$ cat src/rtl/multicore_pkg.sv
// Shared types for the multicore execute stage: system-op encodings,
// system-unit FSM states and the default datapath/counter widths.
package multicore_pkg;

    localparam int DATA_SIZE = 32;
    localparam int CNT_WIDTH = 2 * DATA_SIZE;

    typedef enum logic [2:0] {
        RDCYCLE    = 3'b000,
        RDCYCLEH   = 3'b001,
        RDTIME     = 3'b010,
        RDTIMEH    = 3'b011,
        RDINSTRET  = 3'b100,
        RDINSTRETH = 3'b101,
        SCALL      = 3'b110,
        SBREAK     = 3'b111
    } t_sysop;

    typedef enum logic [1:0] {
        IDLE = 2'd0,
        RESP = 2'd1,
        TRAP = 2'd2
    } t_sys_state;

endpackage

$ cat src/rtl/sys_counter.sv
// Free-running WIDTH-bit counter with an increment enable; wraps silently.
module sys_counter #(
    parameter int WIDTH = 64
) (
    input  logic             clk,
    input  logic             rst_n,
    input  logic             en_i,
    output logic [WIDTH-1:0] count_o
);

    logic [WIDTH-1:0] cnt_q;
    logic [WIDTH-1:0] cnt_d;

    always_comb begin
        cnt_d = cnt_q;
        if (en_i) begin
            cnt_d = cnt_q + WIDTH'(1);
        end
    end

    always_ff @(posedge clk) begin
        if (!rst_n) begin
            cnt_q <= '0;
        end else begin
            cnt_q <= cnt_d;
        end
    end

    assign count_o = cnt_q;

endmodule

$ cat src/rtl/sys_counter_unit.sv
// Execute-stage system unit: per-hart cycle/time/instret reads with
// torn-read-free high halves, plus SCALL/SBREAK trap signalling.
module sys_counter_unit #(
    parameter int NUM_HARTS = 4,
    parameter int DATA_SIZE = multicore_pkg::DATA_SIZE,
    parameter int CNT_WIDTH = 2 * DATA_SIZE,
    parameter int TIME_DIV  = 50,
    parameter int HART_BITS = (NUM_HARTS > 1) ? $clog2(NUM_HARTS) : 1
) (
    input  logic                        clk,
    input  logic                        rst_n,
    input  logic                        req_valid,
    output logic                        req_ready,
    input  logic [HART_BITS-1:0]        req_hart,
    input  logic [2:0]                  req_op,
    output logic                        resp_valid,
    output logic [HART_BITS-1:0]        resp_hart,
    output logic [DATA_SIZE-1:0]        resp_data,
    input  logic [NUM_HARTS-1:0]        retire,
    output logic                        trap_pending,
    output logic                        trap_cause,
    input  logic                        trap_ack,
    output multicore_pkg::t_sys_state   dbg_state
);

    import multicore_pkg::*;

    localparam int PRE_W = (TIME_DIV > 1) ? $clog2(TIME_DIV) : 1;

    // Handshake: a request transfers on a rising edge where req_valid and
    // req_ready are both high; req_ready depends only on the registered state.
    t_sys_state state_q, state_d;
    logic                 accept;
    logic                 is_trap;
    logic                 hart_ok;
    logic                 hi_read;
    logic [1:0]           kind;
    logic [CNT_WIDTH-1:0] live;
    logic [DATA_SIZE-1:0] rdata;

    logic [PRE_W-1:0]     presc_q, presc_d;
    logic                 time_tick;
    logic [CNT_WIDTH-1:0] cycle_cnt, time_cnt;
    logic [CNT_WIDTH-1:0] instret_cnt [NUM_HARTS];

    logic [DATA_SIZE-1:0] shadow_q [NUM_HARTS][3];
    logic [2:0]           shvalid_q [NUM_HARTS];
    logic [HART_BITS-1:0] resp_hart_q;
    logic [DATA_SIZE-1:0] resp_data_q;
    logic                 trap_cause_q;

    assign time_tick = (presc_q == PRE_W'(TIME_DIV - 1));
    assign presc_d   = time_tick ? '0 : presc_q + PRE_W'(1);

    sys_counter #(.WIDTH(CNT_WIDTH)) u_cycle (
        .clk(clk), .rst_n(rst_n), .en_i(1'b1), .count_o(cycle_cnt)
    );

    sys_counter #(.WIDTH(CNT_WIDTH)) u_time (
        .clk(clk), .rst_n(rst_n), .en_i(time_tick), .count_o(time_cnt)
    );

    for (genvar h = 0; h < NUM_HARTS; h++) begin : gen_instret
        sys_counter #(.WIDTH(CNT_WIDTH)) u_instret (
            .clk(clk), .rst_n(rst_n), .en_i(retire[h]), .count_o(instret_cnt[h])
        );
    end

    assign accept  = req_valid && (state_q == IDLE);
    assign is_trap = (req_op == SCALL) || (req_op == SBREAK);
    assign hart_ok = int'(req_hart) < NUM_HARTS;
    assign kind    = req_op[2:1];
    assign hi_read = req_op[0];

    // Counter values are the registered ones, so an increment landing on the
    // accept edge is not visible to that read.
    always_comb begin
        live = '0;
        case (kind)
            2'd0:    live = cycle_cnt;
            2'd1:    live = time_cnt;
            2'd2:    if (hart_ok) live = instret_cnt[req_hart];
            default: live = '0;
        endcase
    end

    always_comb begin
        rdata = '0;
        if (hart_ok && !is_trap) begin
            if (!hi_read) begin
                rdata = live[DATA_SIZE-1:0];
            end else if (shvalid_q[req_hart][kind]) begin
                rdata = shadow_q[req_hart][kind];
            end else begin
                rdata = live[CNT_WIDTH-1:DATA_SIZE];
            end
        end
    end

    always_comb begin
        state_d      = state_q;
        req_ready    = 1'b0;
        resp_valid   = 1'b0;
        trap_pending = 1'b0;
        case (state_q)
            IDLE: begin
                req_ready = 1'b1;
                if (req_valid) state_d = is_trap ? TRAP : RESP;
            end
            RESP: begin
                resp_valid = 1'b1;
                state_d    = IDLE;
            end
            TRAP: begin
                trap_pending = 1'b1;
                if (trap_ack) state_d = IDLE;
            end
            default: state_d = IDLE;
        endcase
    end

    always_ff @(posedge clk) begin
        if (!rst_n) begin
            state_q      <= IDLE;
            presc_q      <= '0;
            resp_hart_q  <= '0;
            resp_data_q  <= '0;
            trap_cause_q <= 1'b0;
        end else begin
            state_q <= state_d;
            presc_q <= presc_d;
            if (accept) begin
                if (is_trap) begin
                    trap_cause_q <= req_op[0];
                end else begin
                    resp_hart_q <= req_hart;
                    resp_data_q <= rdata;
                end
            end
        end
    end

    // A low read parks the matching high half so the following high read is
    // coherent even if the low half carried in between.
    always_ff @(posedge clk) begin
        if (!rst_n) begin
            for (int h = 0; h < NUM_HARTS; h++) begin
                for (int k = 0; k < 3; k++) begin
                    shadow_q[h][k] <= '0;
                end
                shvalid_q[h] <= '0;
            end
        end else if (accept && !is_trap && hart_ok) begin
            if (!hi_read) begin
                shadow_q[req_hart][kind]  <= live[CNT_WIDTH-1:DATA_SIZE];
                shvalid_q[req_hart][kind] <= 1'b1;
            end else begin
                shvalid_q[req_hart][kind] <= 1'b0;
            end
        end
    end

    assign resp_hart  = resp_hart_q;
    assign resp_data  = resp_data_q;
    assign trap_cause = trap_cause_q;
    assign dbg_state  = state_q;

endmodule

$ cat config.mk
export PLATFORM = sky130hd
export DESIGN_NAME = sys_counter_unit
export DESIGN_NICKNAME = d
export VERILOG_FILES = /design/src/rtl/multicore_pkg.sv /design/src/rtl/sys_counter.sv /design/src/rtl/sys_counter_unit.sv
export SDC_FILE = /design/constraint.sdc
export NUM_CORES = 2
export LEC_CHECK = 0
export BUFFER_PORTS_ARGS = -buffer_cell sky130_fd_sc_hd__buf_2
export CORE_ASPECT_RATIO = 0.7
export CORE_MARGIN = 1.5
export CORE_UTILIZATION = 35
export CTS_CLUSTER_DIAMETER = 40
export DETAILED_ROUTE_END_ITERATION = 7
export SETUP_SLACK_MARGIN = 0.3
export SLEW_MARGIN = 20
export SYNTH_ARGS = -nofsm -noshare
export SYNTH_HDL_FRONTEND = slang
export SYNTH_HIERARCHICAL = 1
export SYNTH_SLANG_ARGS = --single-unit
$ cat constraint.sdc
create_clock -name clk -period 4.8 [get_ports clk]
set_input_delay 1.44 -clock clk [delete_from_list [all_inputs] [get_ports clk]]
set_output_delay 1.44 -clock clk [all_outputs]
set_load 0.005 [all_outputs]
# Yosys cells after proc, flatten, opt, wreduce, memory -nomap -nowiden
# Memory sizes are Yosys's and may differ from the RTL's.
# Cells that the tools add are included.
[totals]
reg_bits = 427
ramBits = 396
input_bits = 13
out_inout_bits = 40
memories = 2
[classes]
n_addsub = 7
order_cmp = 5
eq_ne = 9
mux = 41
n_bitwise = 7
n_reduce_logical = 14
[mem_list]
columns = ["name", "depth", "width", "rd", "rd_clocked_by_memory_dff", "write_ports", "line", "source"]
rows = [
  ["shadow_q", 4, 96, 1, 0, 4, "sys_counter_unit.sv:46", "logic [DATA_SIZE-1:0] shadow_q [NUM_HARTS][3];"],
  ["shvalid_q", 4, 3, 1, 0, 4, "sys_counter_unit.sv:47", "logic [2:0] shvalid_q [NUM_HARTS];"],
]
[ops]
columns = ["operator", "n"]
rows = [
  ["$add 64x1->64 const B", 6],
  ["$mux 96", 3],
  ["$pmux 64 s3", 1],
  ["$mux 32", 5],
  ["$bmux 64 s2", 1],
  ["$mux 64", 2],
  ["$reduce_or 96->1", 1],
  ["$bmux 32 s2", 1],
  ["$demux 32 s2", 1],
  ["$mux 1", 15],
  ["$mux 3", 4],
  ["$mux 2", 5],
  ["$add 6x1->6 const B", 1],
  ["$eq 3x3->1 const B", 2],
  ["$eq 6x6->1 const B", 1],
  ["$ge 3x3->1 const B", 2],
  ["$not 2->3", 2],
  ["$reduce_and 2->1", 3],
  ["$eq 2x1->1 const B", 2],
  ["$eq 2x2->1 const B", 2],
  ["$logic_and 1x1->1", 4],
  ["$logic_not 2->1", 2],
  ["$ne 2x2->1 const B", 2],
  ["$pmux 2 s2", 1],
  ["other kinds (11)", 14],
]

# Logic depth before layout (Yosys ltp)
[depth]
word_depth = 10
depth_mapped = 10
depth_no_buf = 9

# By module
# Netlist, hierarchy kept.
[modules_own_cells]
columns = ["mod", "instances", "cells_per_inst", "area_each_um2", "seq_area_each_um2"]
rows = [
  ["sys_counter_unit", 1, 1659, 21830.9, 12752.2],
  ["sys_counter at gen_instret[0].u_instret ...", 5, 357, 3129.3, 1281.2],
  ["sys_counter at u_time", 1, 368, 3047.9, 1281.2],
]

# Worst setup path after synthesis
# OpenSTA, ideal clock, no wires.
[synth_timing]
path_type = "input to register"
startpoint = "input req_hart[0]"
endpoint = "memory shadow_q[3][64] (netlist name) (enable)"
setup_ns = 0.389
arrival_ns = 3.503
t_required_ns = 4.411
setup_slack_ns = 0.908
cell_stages = 8
path_buffers = 6
path_cell_list = "buf_2 > buf_6 > buf_4 > buf_2 > buf_2 > nand3_1 > clkbuf_1 > nand2_1"
[synth_lines]
columns = ["element", "line", "source"]
rows = [
  ["from (decl)", "sys_counter_unit.sv:14", "input logic [HART_BITS-1:0] req_hart,"],
  ["to (decl)", "sys_counter_unit.sv:46", ""],
]

# Worst setup path after layout
[layout_timing]
startpoint = "input req_op[1]"
endpoint = "register resp_data_q[29], in the netlist resp_data[29]"
[layout_between]
elab_chain_len = 6
word_cells_on_any_way = 17
classes_between = "eq/ne: 4; mux: 8; bitwise: 2; reduce/logical: 3"
[layout_rtl]
columns = ["element", "line", "source"]
rows = [
  ["from (decl)", "sys_counter_unit.sv:15", "input logic [2:0] req_op,"],
  ["$not 2->3 (implied by the code)", "sys_counter_unit.sv:93", "rdata = shadow_q[req_hart][kind];"],
  ["$bmux 32 s2", "sys_counter_unit.sv:93", ""],
  ["$mux 32 (implied by the code) (2 in a row)", "sys_counter_unit.sv:93", ""],
  ["$mux 32", "sys_counter_unit.sv:92", "end else if (shvalid_q[req_hart][kind]) begin"],
  ["$mux 32", "sys_counter_unit.sv:90", "if (!hi_read) begin"],
  ["to (signal assigned)", "sys_counter_unit.sv:137", "resp_data_q <= rdata;"],
  ["to (decl)", "sys_counter_unit.sv:49", "logic [DATA_SIZE-1:0] resp_data_q;"],
]
# Parallel ways exist; a longest one is shown, timed or not. The select of a mux whose other input is x is not followed.
# A chain may end at the register's enable or synchronous reset.

==> impl_metrics.ini <==
[synth]
yosys.area.top_type = edfxtp_1
synth_area_leaders = edfxtp_1, dfxtp_1, mux4_2
avgSynthCellArea_um2 = 10.63
syn_inst = 3812
synth_common_cells = nor2_1, dfxtp_1, edfxtp_1, nand2_1, nand3_1
synth_cell_types = 61
yosysWarnings = 6
syn_area_um2 = 40530
ys_ff_latch = 823
synth_async_sr_flop_share = 0
synth_top_area_share = 0.2934
yosysMostFrequentCell = nor2_1
yosysSeqAreaShare = 0.5044
synth-edff-count = 396
synth_flop_cell = dfxtp_1

[pwr]
power.density_nw_per_um2 = 350.7
vdd_drop_max_uv = 252.6
p_leak_nw = 15.99
p_total_mw = 16.17

[sta]
finalMaxSlewViolations = 0
timing.final.crit_share = 0.6635
tightest_slew_ns = 0.9735
finalCriticalPeriod_ns = 3.185
setup_violations = 0
skew_ns = 0.02142
fmax_ghz = 0.3140
hold_viol = 0
setup_tns_ns = 0
relSlewSlack = 0.3460
rsz0062_at_grt = false

[cells_and_area]
drive_gt1_frac = 0.1639
area_growth_pct = 13.74
final_nets = 3857
finalInstanceArea_um2 = 46090
stdcell_count = 5455

[cts]
htreeDepth = 3
cts-resized-gates = 0
cts.path.max_buffers = 3
numCtsBuffers = 97
cts_hold_buffers = 0
post_cts_buffers = 0
cts_tree = built
cts.sinks = 823
root_buffer = clkbuf_16
clk_pin_slew_ns = 0.07
clock_insertion_delay_worst_skew_ns = 0.70

[global_routing]
antenna_found_initial = 5
grt_pass1_wl_um = 197500
grt_use_total = 0.2238
overflow = 0
first_global_vias = 29020
grt_max_degree = 67

[floorplanning]
die_area_um2 = 117900
start_util = 0.3527
rows = 104
io_pins = 53
die_w_um = 409.7
die_h_um = 287.7
coreArea_um2 = 114900

[detailed_routing]
vias = 32020
wl_per_cell_um = 24.60
dr.pass1.iters = 6
drt_iter0_drc = 4210
ant_nets = 0
drc = 0
totalWireLength_um = 134200
avgViaCountPerCell = 5.869

[critical_path]
arrival_ns = 3.75
r2r_cells = 8
end_kind = flip-flop
required_ns = 5.36
setup.worst_path.start_class = input port
worstSetupPathType = input port to flip-flop
cp_max_fo = 64

[hold_path]
hold_path.class = flip-flop to flip-flop
holdPathStages = 2

[run]
cap_violations = 0

[placement]
dp_hpwl_um = 93550
placed_area_um2 = 42760
place.gp.congestion = 0.9284
place_inst = 5274
port_buffers = 52

[run_status]
status = finished, final reports clean
[per-stage QoR]
| stage | hold WS (ns) | worst slack, ns | util |
|---|---|---|---|
| finish | 0.4619 | 1.615 | 0.4012 |
| global route | 0.4965 | 1.366 | 0.4011 |
| CTS | 0.4678 | 1.678 | 0.4011 |
| detailed placement | 0.4598 | 0.9778 | 0.3721 |
| global placement | 0.4541 | 0.9946 | 0.3721 |
| floorplan | 0.4334 | 0.9078 | - |
[cell usage in the layout (no fill, tap or decap), types with 13 or more instances in the layout]
cell type | netlist | layout
a21oi_1 | 175 | 175
clkinv_1 | 0 | 13
nor3_1 | 22 | 20
buf_12 | 0 | 17
xor2_1 | 128 | 128
edfxtp_1 | 396 | 396
dfxtp_1 | 427 | 427
o31ai_1 | 26 | 26
nand3_1 | 182 | 178
clkbuf_16 | 0 | 101
mux4_2 | 163 | 163
nand2_1 | 215 | 203
nand4_1 | 164 | 164
nor4_4 | 25 | 25
mux2_2 | 33 | 33
buf_4 | 6 | 84
nand2b_1 | 50 | 49
or4_1 | 25 | 25
nand2_2 | 5 | 17
a211oi_1 | 32 | 32
and3_1 | 53 | 53
o22ai_1 | 32 | 32
buf_2 | 76 | 48
mux2i_1 | 78 | 78
nor2_1 | 674 | 673
nor4_1 | 44 | 44
a21o_1 | 64 | 64
nand4_2 | 26 | 26
clkinv_2 | 0 | 15
or3_1 | 112 | 112
o21ai_1 | 33 | 33
inv_1 | 51 | 47
xnor2_1 | 71 | 71
o21ai_0 | 123 | 123
a22o_1 | 33 | 33
[state kept, by name (all words and copies together), names as in the netlist]
signal and count:
u_cycle/count_o 64, dbg_state 2, resp_hart 2, shvalid_q 12, presc_q 6, resp_data 32, gen_instret.u_instret/count_o 256, trap_cause 1
u_time/count_o 64, shadow_q 384
[routing by layer]
layer,GRT usage,wire length [um],vias to the layer above
met5,0,0,-
met2,0.2791,50010,1690
met4,0.04861,2379,0
met3,0.07990,19410,159
met1,0.3558,62380,16040
li1,-,-,14130
[path summary, 6_finish.rpt]
check,start,slack (ns),endpoint
worst max-delay path,req_op[1],1.62,resp_data[29]$_SDFFE_PN0N_
worst min-delay path,resp_hart[0]$_SDFFE_PN0N_,0.46,resp_hart[0]$_SDFFE_PN0N_
worst min register to register,resp_hart[0]$_SDFFE_PN0N_,0.46,resp_hart[0]$_SDFFE_PN0N_
worst max register to register,presc_q[0]$_SDFF_PP0_,1.66,u_time/count_o[46]$_SDFFE_PN0P_
[cells by family (layout without fill, tap and decap cells)]
logic type / count (synthesis) / after routing / share of synthesized area
buf+inv: 282 / 383 / 0.03016
flops: 823 / 823 / 0.5044
mux: 274 / 274 / 0.1190
fa+ha+maj: 8 / 8 / 0.002470
other cells: 1 / 6 / 0.00009254
xor+xnor: 199 / 199 / 0.04301
compound gates: 526 / 526 / 0.07722
simple gates: 1699 / 1699 / 0.2237
[where the power goes]
group	total, mW	leakage [nW]	internal, mW	switching [mW]
clock network	7.74	1.63	4.53	3.22
logic	0.840	6.84	0.303	0.536
registers	7.58	7.52	7.49	0.0882
[critical path: stages]
cell	delay (ns)
buf_4	0.25
nor2b_4	0.20
buf_4	0.46
a22o_1	0.28
a21oi_4	0.03
buf_4	0.38
a211oi_1	0.52
o21ai_1	0.15
[area by class of cell]
class	count	area [um^2]
fill	11050	68810
sequential	823	20440
multi-input combinational	2711	18970
clock buffer	121	2713
tap	1537	1923
timing repair buffer	151	1237
clock inverter	59	613.1
inverter	52	196.4
antenna	1	2.502
Power figures use the tool's default switching activity.
